## src/rtl/fft16_output_serializer_pkg.sv

```systemverilog
// Shared constants and helpers for the 16-point FFT output serializer.
//   DW       : sample width of each real/imaginary part
//   FFT_N    : points per frame
//   IDX_W    : width of a frame index
//   FRAME_W  : width of one flattened parallel frame (FFT_N slots of DW bits)
//   digit_rev4(k) : radix-4 digit reversal of a 4-bit index, {k[1:0],k[3:2]}
package fft16_output_serializer_pkg;
  localparam int DW      = 16;
  localparam int FFT_N   = 16;
  localparam int IDX_W   = 4;
  localparam int FRAME_W = FFT_N * DW;

  function automatic logic [IDX_W-1:0] digit_rev4(input logic [IDX_W-1:0] k);
    return {k[1:0], k[3:2]};
  endfunction
endpackage

```

## src/rtl/fft16_output_serializer_if.sv

```systemverilog
// Handshake bundle between the butterfly stage, the serializer and the
// downstream sample consumer.
//   in_valid/in_ready/in_re/in_im       : parallel frame capture (slot i at [DW*i +: DW])
//   out_valid/out_ready/out_re/out_im   : one complex sample per beat
//   out_index/out_last                  : natural-order bin and end-of-frame flag
//   frame_count                         : completed output frames
// slave  : serializer view; master : environment view.
interface fft16_output_serializer_if
  #(parameter int DW = fft16_output_serializer_pkg::DW);
  import fft16_output_serializer_pkg::*;

  logic                  in_valid;
  logic                  in_ready;
  logic [FFT_N*DW-1:0]   in_re;
  logic [FFT_N*DW-1:0]   in_im;
  logic                  out_valid;
  logic                  out_ready;
  logic [DW-1:0]         out_re;
  logic [DW-1:0]         out_im;
  logic [IDX_W-1:0]      out_index;
  logic                  out_last;
  logic [15:0]           frame_count;

  modport slave (
    input  in_valid, in_re, in_im, out_ready,
    output in_ready, out_valid, out_re, out_im, out_index, out_last, frame_count
  );

  modport master (
    output in_valid, in_re, in_im, out_ready,
    input  in_ready, out_valid, out_re, out_im, out_index, out_last, frame_count
  );
endinterface

```

## src/rtl/fft16_frame_bank.sv

```systemverilog
// One 16-entry complex register bank: whole-frame parallel write, single
// indexed combinational read. Contents clear on reset.
//   clk, rst       : clock, async active-high reset
//   we             : write all 16 slots from wr_re/wr_im
//   wr_re, wr_im   : flattened frame, slot i at [DW*i +: DW]
//   rd_idx         : slot to read
//   rd_re, rd_im   : selected slot
module fft16_frame_bank
  import fft16_output_serializer_pkg::*;
#(
  parameter int DW = fft16_output_serializer_pkg::DW
) (
  input  logic                clk,
  input  logic                rst,
  input  logic                we,
  input  logic [FFT_N*DW-1:0] wr_re,
  input  logic [FFT_N*DW-1:0] wr_im,
  input  logic [IDX_W-1:0]    rd_idx,
  output logic [DW-1:0]       rd_re,
  output logic [DW-1:0]       rd_im
);
  logic [FFT_N-1:0][DW-1:0] re_q;
  logic [FFT_N-1:0][DW-1:0] im_q;

  always_ff @(posedge clk or posedge rst) begin
    if (rst) begin
      re_q <= '0;
      im_q <= '0;
    end else if (we) begin
      re_q <= wr_re;
      im_q <= wr_im;
    end
  end

  assign rd_re = re_q[rd_idx];
  assign rd_im = im_q[rd_idx];
endmodule

```

## src/rtl/fft16_output_serializer.sv

```systemverilog
// Captures parallel 16-point FFT frames into a ping-pong pair of banks and
// streams each frame out in natural order, one registered sample per beat.
//   clk, rst : clock, async active-high reset
//   s        : serializer side of fft16_output_serializer_if
// DIGIT_REVERSE=1 reads slot {k[1:0],k[3:2]} for output bin k; 0 reads slot k.
module fft16_output_serializer
  import fft16_output_serializer_pkg::*;
#(
  parameter int DW            = fft16_output_serializer_pkg::DW,
  parameter bit DIGIT_REVERSE = 1'b1
) (
  input  logic                        clk,
  input  logic                        rst,
  fft16_output_serializer_if.slave    s
);
  localparam logic [0:0] ST_IDLE   = 1'b0;
  localparam logic [0:0] ST_STREAM = 1'b1;

  logic [0:0]       state;
  logic [1:0]       full;
  logic             wr_bank, rd_bank;
  logic [IDX_W-1:0] rd_cnt;
  logic [15:0]      frame_cnt;
  logic [DW-1:0]    out_re_q, out_im_q;
  logic [IDX_W-1:0] out_idx_q;
  logic             out_last_q;

  logic             cap, acc, last_acc, load;
  logic             nxt_bank;
  logic [IDX_W-1:0] nxt_cnt, rd_slot;
  logic [1:0][DW-1:0] bank_re, bank_im;

  // in_ready looks only at registered state, so a bank freed on this edge
  // becomes writable on the next one.
  assign s.in_ready = !full[wr_bank];
  assign cap        = s.in_valid && !full[wr_bank];
  assign acc        = (state == ST_STREAM) && s.out_ready;
  assign last_acc   = acc && (rd_cnt == 4'd15);

  // Address of the sample to present after this edge. Both banks see the same
  // slot index; nxt_bank picks which result lands in the output register.
  always_comb begin
    nxt_bank = rd_bank;
    nxt_cnt  = '0;
    load     = 1'b0;
    if (state == ST_IDLE) begin
      load = full[rd_bank];
    end else if (acc) begin
      if (rd_cnt == 4'd15) begin
        nxt_bank = ~rd_bank;
        load     = full[~rd_bank];
      end else begin
        nxt_cnt = rd_cnt + 4'd1;
        load    = 1'b1;
      end
    end
  end

  assign rd_slot = DIGIT_REVERSE ? digit_rev4(nxt_cnt) : nxt_cnt;

  for (genvar b = 0; b < 2; b++) begin : g_bank
    fft16_frame_bank #(.DW(DW)) u_bank (
      .clk    (clk),
      .rst    (rst),
      .we     (cap && (wr_bank == 1'(b))),
      .wr_re  (s.in_re),
      .wr_im  (s.in_im),
      .rd_idx (rd_slot),
      .rd_re  (bank_re[b]),
      .rd_im  (bank_im[b])
    );
  end

  always_ff @(posedge clk or posedge rst) begin
    if (rst) begin
      state      <= ST_IDLE;
      full       <= '0;
      wr_bank    <= 1'b0;
      rd_bank    <= 1'b0;
      rd_cnt     <= '0;
      frame_cnt  <= '0;
      out_re_q   <= '0;
      out_im_q   <= '0;
      out_idx_q  <= '0;
      out_last_q <= 1'b0;
    end else begin
      // Capture and release always target different banks: a full write bank
      // blocks capture, and only a full bank can be released.
      if (last_acc) full[rd_bank] <= 1'b0;
      if (cap) begin
        full[wr_bank] <= 1'b1;
        wr_bank       <= ~wr_bank;
      end
      if (acc) rd_cnt <= nxt_cnt;
      if (last_acc) begin
        rd_bank   <= ~rd_bank;
        frame_cnt <= frame_cnt + 16'd1;
      end
      if (load) begin
        state      <= ST_STREAM;
        out_re_q   <= bank_re[nxt_bank];
        out_im_q   <= bank_im[nxt_bank];
        out_idx_q  <= nxt_cnt;
        out_last_q <= (nxt_cnt == 4'd15);
      end else if (last_acc) begin
        state <= ST_IDLE;
      end
    end
  end

  assign s.out_valid   = (state == ST_STREAM);
  assign s.out_re      = out_re_q;
  assign s.out_im      = out_im_q;
  assign s.out_index   = out_idx_q;
  assign s.out_last    = out_last_q;
  assign s.frame_count = frame_cnt;
endmodule

```

## src/flat_wrapper.sv

```systemverilog
// flat-port wrapper written by rule: the top's interface ports become plain ports
module fft16_output_serializer_flat import fft16_output_serializer_pkg::*;
#(
  parameter int DW            = fft16_output_serializer_pkg::DW,
  parameter bit DIGIT_REVERSE = 1'b1
)
  (clk, rst, s_in_valid, s_in_re, s_in_im, s_out_ready, s_in_ready, s_out_valid, s_out_re, s_out_im, s_out_index, s_out_last, s_frame_count);
  fft16_output_serializer_if #(.DW(DW)) s_i ();
  input  logic clk;
  input  logic rst;
  input wire logic [$bits(s_i.in_valid)-1:0] s_in_valid;
  input wire logic [$bits(s_i.in_re)-1:0] s_in_re;
  input wire logic [$bits(s_i.in_im)-1:0] s_in_im;
  input wire logic [$bits(s_i.out_ready)-1:0] s_out_ready;
  output wire logic [$bits(s_i.in_ready)-1:0] s_in_ready;
  output wire logic [$bits(s_i.out_valid)-1:0] s_out_valid;
  output wire logic [$bits(s_i.out_re)-1:0] s_out_re;
  output wire logic [$bits(s_i.out_im)-1:0] s_out_im;
  output wire logic [$bits(s_i.out_index)-1:0] s_out_index;
  output wire logic [$bits(s_i.out_last)-1:0] s_out_last;
  output wire logic [$bits(s_i.frame_count)-1:0] s_frame_count;
  assign s_i.in_valid = s_in_valid;
  assign s_i.in_re = s_in_re;
  assign s_i.in_im = s_in_im;
  assign s_i.out_ready = s_out_ready;
  assign s_in_ready = s_i.in_ready;
  assign s_out_valid = s_i.out_valid;
  assign s_out_re = s_i.out_re;
  assign s_out_im = s_i.out_im;
  assign s_out_index = s_i.out_index;
  assign s_out_last = s_i.out_last;
  assign s_frame_count = s_i.frame_count;
  fft16_output_serializer #(.DW(DW), .DIGIT_REVERSE(DIGIT_REVERSE)) u_core (.clk(clk), .rst(rst), .s(s_i));
endmodule
```

## config.mk

```make
export PLATFORM = sky130hd
export DESIGN_NAME = fft16_output_serializer_flat
export DESIGN_NICKNAME = d
export VERILOG_FILES = /design/src/rtl/fft16_output_serializer_pkg.sv /design/src/rtl/fft16_output_serializer_if.sv /design/src/rtl/fft16_frame_bank.sv /design/src/rtl/fft16_output_serializer.sv /design/src/flat_wrapper.sv
export SDC_FILE = /design/constraint.sdc
export NUM_CORES = 2
export LEC_CHECK = 0
export BUFFER_PORTS_ARGS = -buffer_cell sky130_fd_sc_hd__buf_2
export CAP_MARGIN = 10
export CORE_MARGIN = 2
export CORE_UTILIZATION = 45
export DETAILED_ROUTE_END_ITERATION = 8
export GPL_ROUTABILITY_DRIVEN = 1
export GPL_TIMING_DRIVEN = 0
export PLACE_DENSITY = 0.72
export SLEW_MARGIN = 10
export SYNTH_ARGS = -nofsm -noshare
export SYNTH_HDL_FRONTEND = slang
export SYNTH_SLANG_ARGS = --single-unit
```

## constraint.sdc

```tcl
create_clock -name clk -period 58.5 [get_ports clk]
set_input_delay 2.925 -clock clk [delete_from_list [all_inputs] [get_ports clk]]
set_output_delay 2.925 -clock clk [all_outputs]
set_load 0.05 [all_outputs]
```

Word-level counts from Yosys, hierarchy flattened

Cells that the tools add are included.

Mux-type cells: 35
Bitwise operators: 5
Magnitude comparators: 7
Add/sub/neg operators: 2
Reduce and logical (&&, ||, !) cells: 9
Equal/unequal tests: 2

Operators with widths:

| operator                                                 | number |
|---|---|
| binary-select mux 16 bit (select 4 bit)                  | 4 |
| two-way mux 16 bit                                       | 8 |
| adder 16 x 1 -> 16 bit, second input constant            | 1 |
| two-way mux 1 bit                                        | 16 |
| two-way mux 4 bit                                        | 3 |
| == test 4 bit, second input constant                     | 2 |
| < comparator 1 x 2 -> 1 bit, second input constant       | 4 |
| logical AND 1 bit                                        | 7 |
| < comparator 4 x 5 -> 1 bit, second input constant       | 1 |
| adder 4 x 1 -> 4 bit, second input constant              | 1 |
| two-way mux 2 bit                                        | 2 |
| bitwise AND 2 bit                                        | 1 |
| demux 1 bit (select 1 bit)                               | 2 |
| greater-or-equal comparator 1 bit, second input constant | 2 |
| NOT 1 bit                                                | 2 |
| NOT 2 bit                                                | 1 |
| bitwise OR 2 bit                                         | 1 |
| nonzero test 2 bit                                       | 1 |
| logical NOT 1 bit                                        | 1 |

Logic and storage cells: 134
Register bits: 1,086
Input bits: 516

Depth between registers and ports, before layout

Depth in word-level cells: 9
Depth in mapped cells: 14
Gate-level depth less buffers: 8

Hierarchy

A second synthesis with hierarchy kept.

Cell total of the unflattened synthesis: 3,055
Area total of the unflattened synthesis: 48,736.7 µm²

Modules (own cells, without submodules):

| module                  | instances | cells each | area each (µm²) |
|---|---|---|---|
| fft16_frame_bank        | 2         | 1,353      | 22,577.9 |
| fft16_output_serializer | 1         | 349        | 3,580.9 |

Least setup slack after synthesis

Ideal clock, no wire load.

Kind: in2reg
Start: input s_out_ready
End: register u_core.out_im_q[3], in the netlist u_core.s.out_im[3]
Data arrival time: 4.615 ns
Stages: 10
Required time: 58.373 ns
Library setup time: 0.127 ns
Path buffers: 3
Slack: 53.758 ns
Cells stage by stage: and2_1 -> buf_4 -> nand2_2 -> buf_4 -> nor2_4 -> buf_6 -> mux2_2 -> a2111o_1 -> a32oi_1 -> o21ai_1

Longest elaborated chain between the ends: 7

Ends and longest elaborated chain:

| item                                                   | line                           | RTL |
|---|---|---|
| start: declaration                                     | flat_wrapper.sv:14             | `input wire logic [$bits(s_i.out_ready)-1:0] s_out_ready;` |
| logical AND 1 bit *                                    | fft16_output_serializer.sv:37  | `assign acc = (state == ST_STREAM) && s.out_ready;` |
| two-way mux 4 bit                                      | fft16_output_serializer.sv:48  | `end else if (acc) begin` |
| two-way mux 4 bit                                      | fft16_output_serializer.sv:46  | `if (state == ST_IDLE) begin` |
| binary-select mux 16 bit (select 4 bit)                | fft16_frame_bank.sv:36         | `assign rd_im = im_q[rd_idx];` |
| two-way mux 16 bit (implied by the code)               | fft16_frame_bank.sv:36         |  |
| two-way mux 16 bit (implied by the code) (2 in series) | fft16_output_serializer.sv:102 | `out_im_q <= bank_im[nxt_bank];` |
| end signal: assignment                                 | fft16_output_serializer.sv:102 |  |
| end: declaration                                       | fft16_output_serializer.sv:24  | `logic [DW-1:0] out_re_q, out_im_q;` |

Mark *: on every way between the ends. The rest lies on a longest branch, timed or not. The select of a mux whose other input is x is not followed.
A chain may end at the register's enable or synchronous reset.

Worst setup path after layout

Start: input s_out_ready
End: register u_core.out_re_q[9], in the netlist u_core.s.out_re[9]

Longest elaborated chain between the ends: 7

Ends and longest elaborated chain:

| item                                                   | line                           | RTL |
|---|---|---|
| logical AND 1 bit *                                    | fft16_output_serializer.sv:37  |  |
| two-way mux 4 bit                                      | fft16_output_serializer.sv:48  |  |
| two-way mux 4 bit                                      | fft16_output_serializer.sv:46  |  |
| binary-select mux 16 bit (select 4 bit)                | fft16_frame_bank.sv:35         | `assign rd_re = re_q[rd_idx];` |
| two-way mux 16 bit (implied by the code)               | fft16_frame_bank.sv:35         |  |
| two-way mux 16 bit (implied by the code) (2 in series) | fft16_output_serializer.sv:101 | `out_re_q <= bank_re[nxt_bank];` |
| end signal: assignment                                 | fft16_output_serializer.sv:101 |  |
| end: declaration                                       | fft16_output_serializer.sv:24  |  |

Marks and branches as above.

==> results.yml <==
run_status:
  status: "completed"
global_routing:
  grt_pass1_wl_um: 322000
  antenna_found_initial: 24
  grt_util_all_layers_pct: 40.3
  grt_max_degree: 119
  grt_pass1_vias: 45650
  grt-ovfl-total: 0
timing:
  hold_violations: 0
  setup_viol: 0
  tightest_slew_ns: 1.36
  min_period_ns: 5.80
  slew-limit-headroom_pct: 9.64
  fin_crit_sh_pct: 9.91
  max_freq_mhz: 173
  fin_tns_setup_ns: 0
  hold_ws_ns: 0.464
  slew_viol_final: 0
  clock_skew_ns: 0.0357
  rsz0062_at_grt: "no"
clock_network:
  htree_num_levels: 3
  clock_sinks: 1086
  clk_latency_ns: 0.75
  cts_tree: "built"
  numCtsBuffers: 116
  clockBufferDepth: 3
  cts-resized-gates: 0
  cts_hold_buf: 0
  clkTransAtPathRegs_ns: 0.06
  cts_setup_buffers: 0
  clockRootBuffer: "clkbuf_16"
setup_path:
  startpoint: "s_out_ready"
  reg2reg_depth: 9
  critPathMaxFanout: 10
  crit_top_cell: "clkbuf_1"
  r2r-start: "u_core.rd_cnt[1]"
  r2r_slack_ns: 54.23
  reg2reg_to: "u_core.s.out_re[9]"
  cp.arrival_ns: 6.37
  slowest_stage: "clkbuf_1"
  crit_type: "input port to flop"
  cp.required_ns: 59.08
  worstSetupStartpointType: "input port"
  critical_path.cell_chain: "buf_2 -> and3b_1 -> nand2_1 -> clkbuf_1 -> clkbuf_1 -> o22ai_1 -> o311ai_1 -> a31oi_1"
  critPathCaptureType: "flop"
  slowest_delay_ns: 0.93
worst_hold_path:
  holdPathStages: 1
  min_to: "u_core.s.frame_count[15]"
  hp-class: "flop to flop"
  min_from: "u_core.s.frame_count[15]"
floorplanning:
  start_util_pct: 45.2
  die_w_um: 337
  die_h_um: 337
  ios: 571
  coreArea_mm2: 0.110
  dieArea_mm2: 0.114
  rows: 122
final_layout:
  mostFrequentLayoutCell: "nand2_1"
  nFillCells: 10464
  drive_gt1_share_pct: 13.9
  final_cell_mix: "nand2_1 (3292), dfrtp_1 (1086), buf_2 (612)"
  syn_to_final_growth_pct: 18.1
  stdcell_area_mm2: 0.0590
  nNetsFinal: 7119
synth:
  synth.avg_cell_area_um2: 8.46
  synth-seq-area-share_pct: 54.4
  synth-edff-count: 0
  syn_area_mm2: 0.0499
  async_reset_ff_share_pct: 100
  ys_types: 62
  yosysWarnings: 0
  synthesis.nets: 6421
  postSynthRegisterBits: 1086
  synth_cells: 5903
  synthFlopType: "dfrtp_1"
power_and_ir_drop:
  p_per_area_mw_per_mm2: 62.7
  power_leakage_uw: 0.0309
  ir_drop_mv: 0.0470
  p_total_uw: 3700
placed_design:
  place.port_buffers: 570
  gp_congestion: 1.07
  dpl.hpwl_um: 179000
  place_area_mm2: 0.0549
routing:
  vias_per_cell: 5.87
  detail_route.wl_per_cell_um: 28.3
  drt_iter0_drc: 6909
  routed_wl_um: 232000
  drtAntennaViolNets: 0
  dr.pass1.iters: 6
  drc: 0
  route.vias.total: 48120
job:
  drv_cap: 0
[cell usage after synthesis (20+ instances only)]
master | n | area (µm²)
a31oi_1 | 31 | 194
buf_1 | 28 | 105
mux4_2 | 57 | 1280
nor2_1 | 44 | 165
nand2_1 | 3292 | 12400
a21oi_1 | 191 | 956
clkbuf_1 | 291 | 1090
dfrtp_1 | 1086 | 27200
buf_2 | 42 | 210
o21ai_0 | 150 | 751
a211o_1 | 34 | 298
buf_4 | 26 | 195
o311ai_1 | 22 | 193
nand3_1 | 91 | 455
o22ai_1 | 64 | 400
or4_1 | 20 | 150
mux2i_1 | 190 | 1900
and2_1 | 27 | 169
a22o_1 | 21 | 184
[where the power goes]
group / internal, µW / switching (µW) / total (µW) / leakage (µW)
Sequential: 1090 / 260 / 1360 / 0.0136
Combinational: 484 / 1070 / 1550 / 0.0153
Clock: 463 / 329 / 793 / 0.00195
[sequential cells by signal, indices dropped and copies added, names as in the netlist, 2 cells and up]
signal	flops
u_core.g_bank.u_bank.im_q	512
u_core.g_bank.u_bank.re_q	512
u_core.s.frame_count	16
u_core.s.out_im	16
u_core.s.out_re	16
u_core.rd_cnt	4
u_core.s.out_index	4
u_core.full	2
[metal layers]
layer / wire length [µm] / share of wire [%] / GRT usage (%) / vias to the layer above
li1: - / - / - / 20455
met1: 86000 / 37 / 52.1 / 23564
met2: 97900 / 42 / 58.5 / 3347
met3: 30300 / 13 / 13.7 / 728
met4: 17300 / 7.5 / 24.3 / 26
met5: 141 / 0.061 / 0 / -
[cell type report]
class / count / area (µm²) / area share, %
diodes: 10 / 25.0 / 0.0424
plain buffers: 401 / 1760 / 2.99
clock buffers: 157 / 3250 / 5.51
clock inverters: 57 / 771 / 1.31
inverters: 5 / 26.3 / 0.0446
multi-input cells: 4411 / 21000 / 35.6
flip-flops and latches: 1086 / 27200 / 46.1
well taps: 1488 / 1860 / 3.16
repair buffers: 580 / 3130 / 5.30
[worst max-delay path by stage]
stage                                                   end
after CTS                                u_core.s.out_re[9]
final                                    u_core.s.out_re[9]
after floorplan                              u_core.full[0]
after global placement    u_core.g_bank[1].u_bank.im_q[165]
after global routing                    u_core.s.out_re[10]
after detailed placement                 u_core.s.out_re[9]
[logic make-up (layout without fill, tap and decap cells)]
kind of cell             count (synthesis)  count (layout)  synth area share [%]
multiplexers                           254             254                  6.54
buffers and inverters                  406            1200                  3.56
flip-flops                            1086            1086                  54.4
XOR/XNOR                                21              21                 0.481
other                                    0              10                     0
AND/OR/NAND/NOR                       3526            3526                  27.4
adder cells (fa/ha/maj)                  2               2                0.0501
AO/OA/AOI/OAI                          608             608                  7.53
[metrics by stage]
| step | cells | util [%] | worst slack (ns) |
|---|---|---|---|
| 2_1_floorplan | 5903 | - | 25.00 |
| 5_1_grt | 8186 | 53.4 | 52.71 |
| 4_1_cts | 8185 | 53.4 | 52.99 |
| 3_5_place_dp | 7971 | 49.8 | 52.23 |
| 3_3_place_gp | 7961 | 49.5 | 12.80 |
| 6_report | 8195 | 53.4 | 52.70 |
[worst max-delay path: cells and delay by family]
kind	cells	cell delay (ns)
buffers and inverters	3	1.95
and+or+nand+nor	2	0.57
AOI/OAI and AO/OA	3	0.92
(Power assumes the default switching activity.)
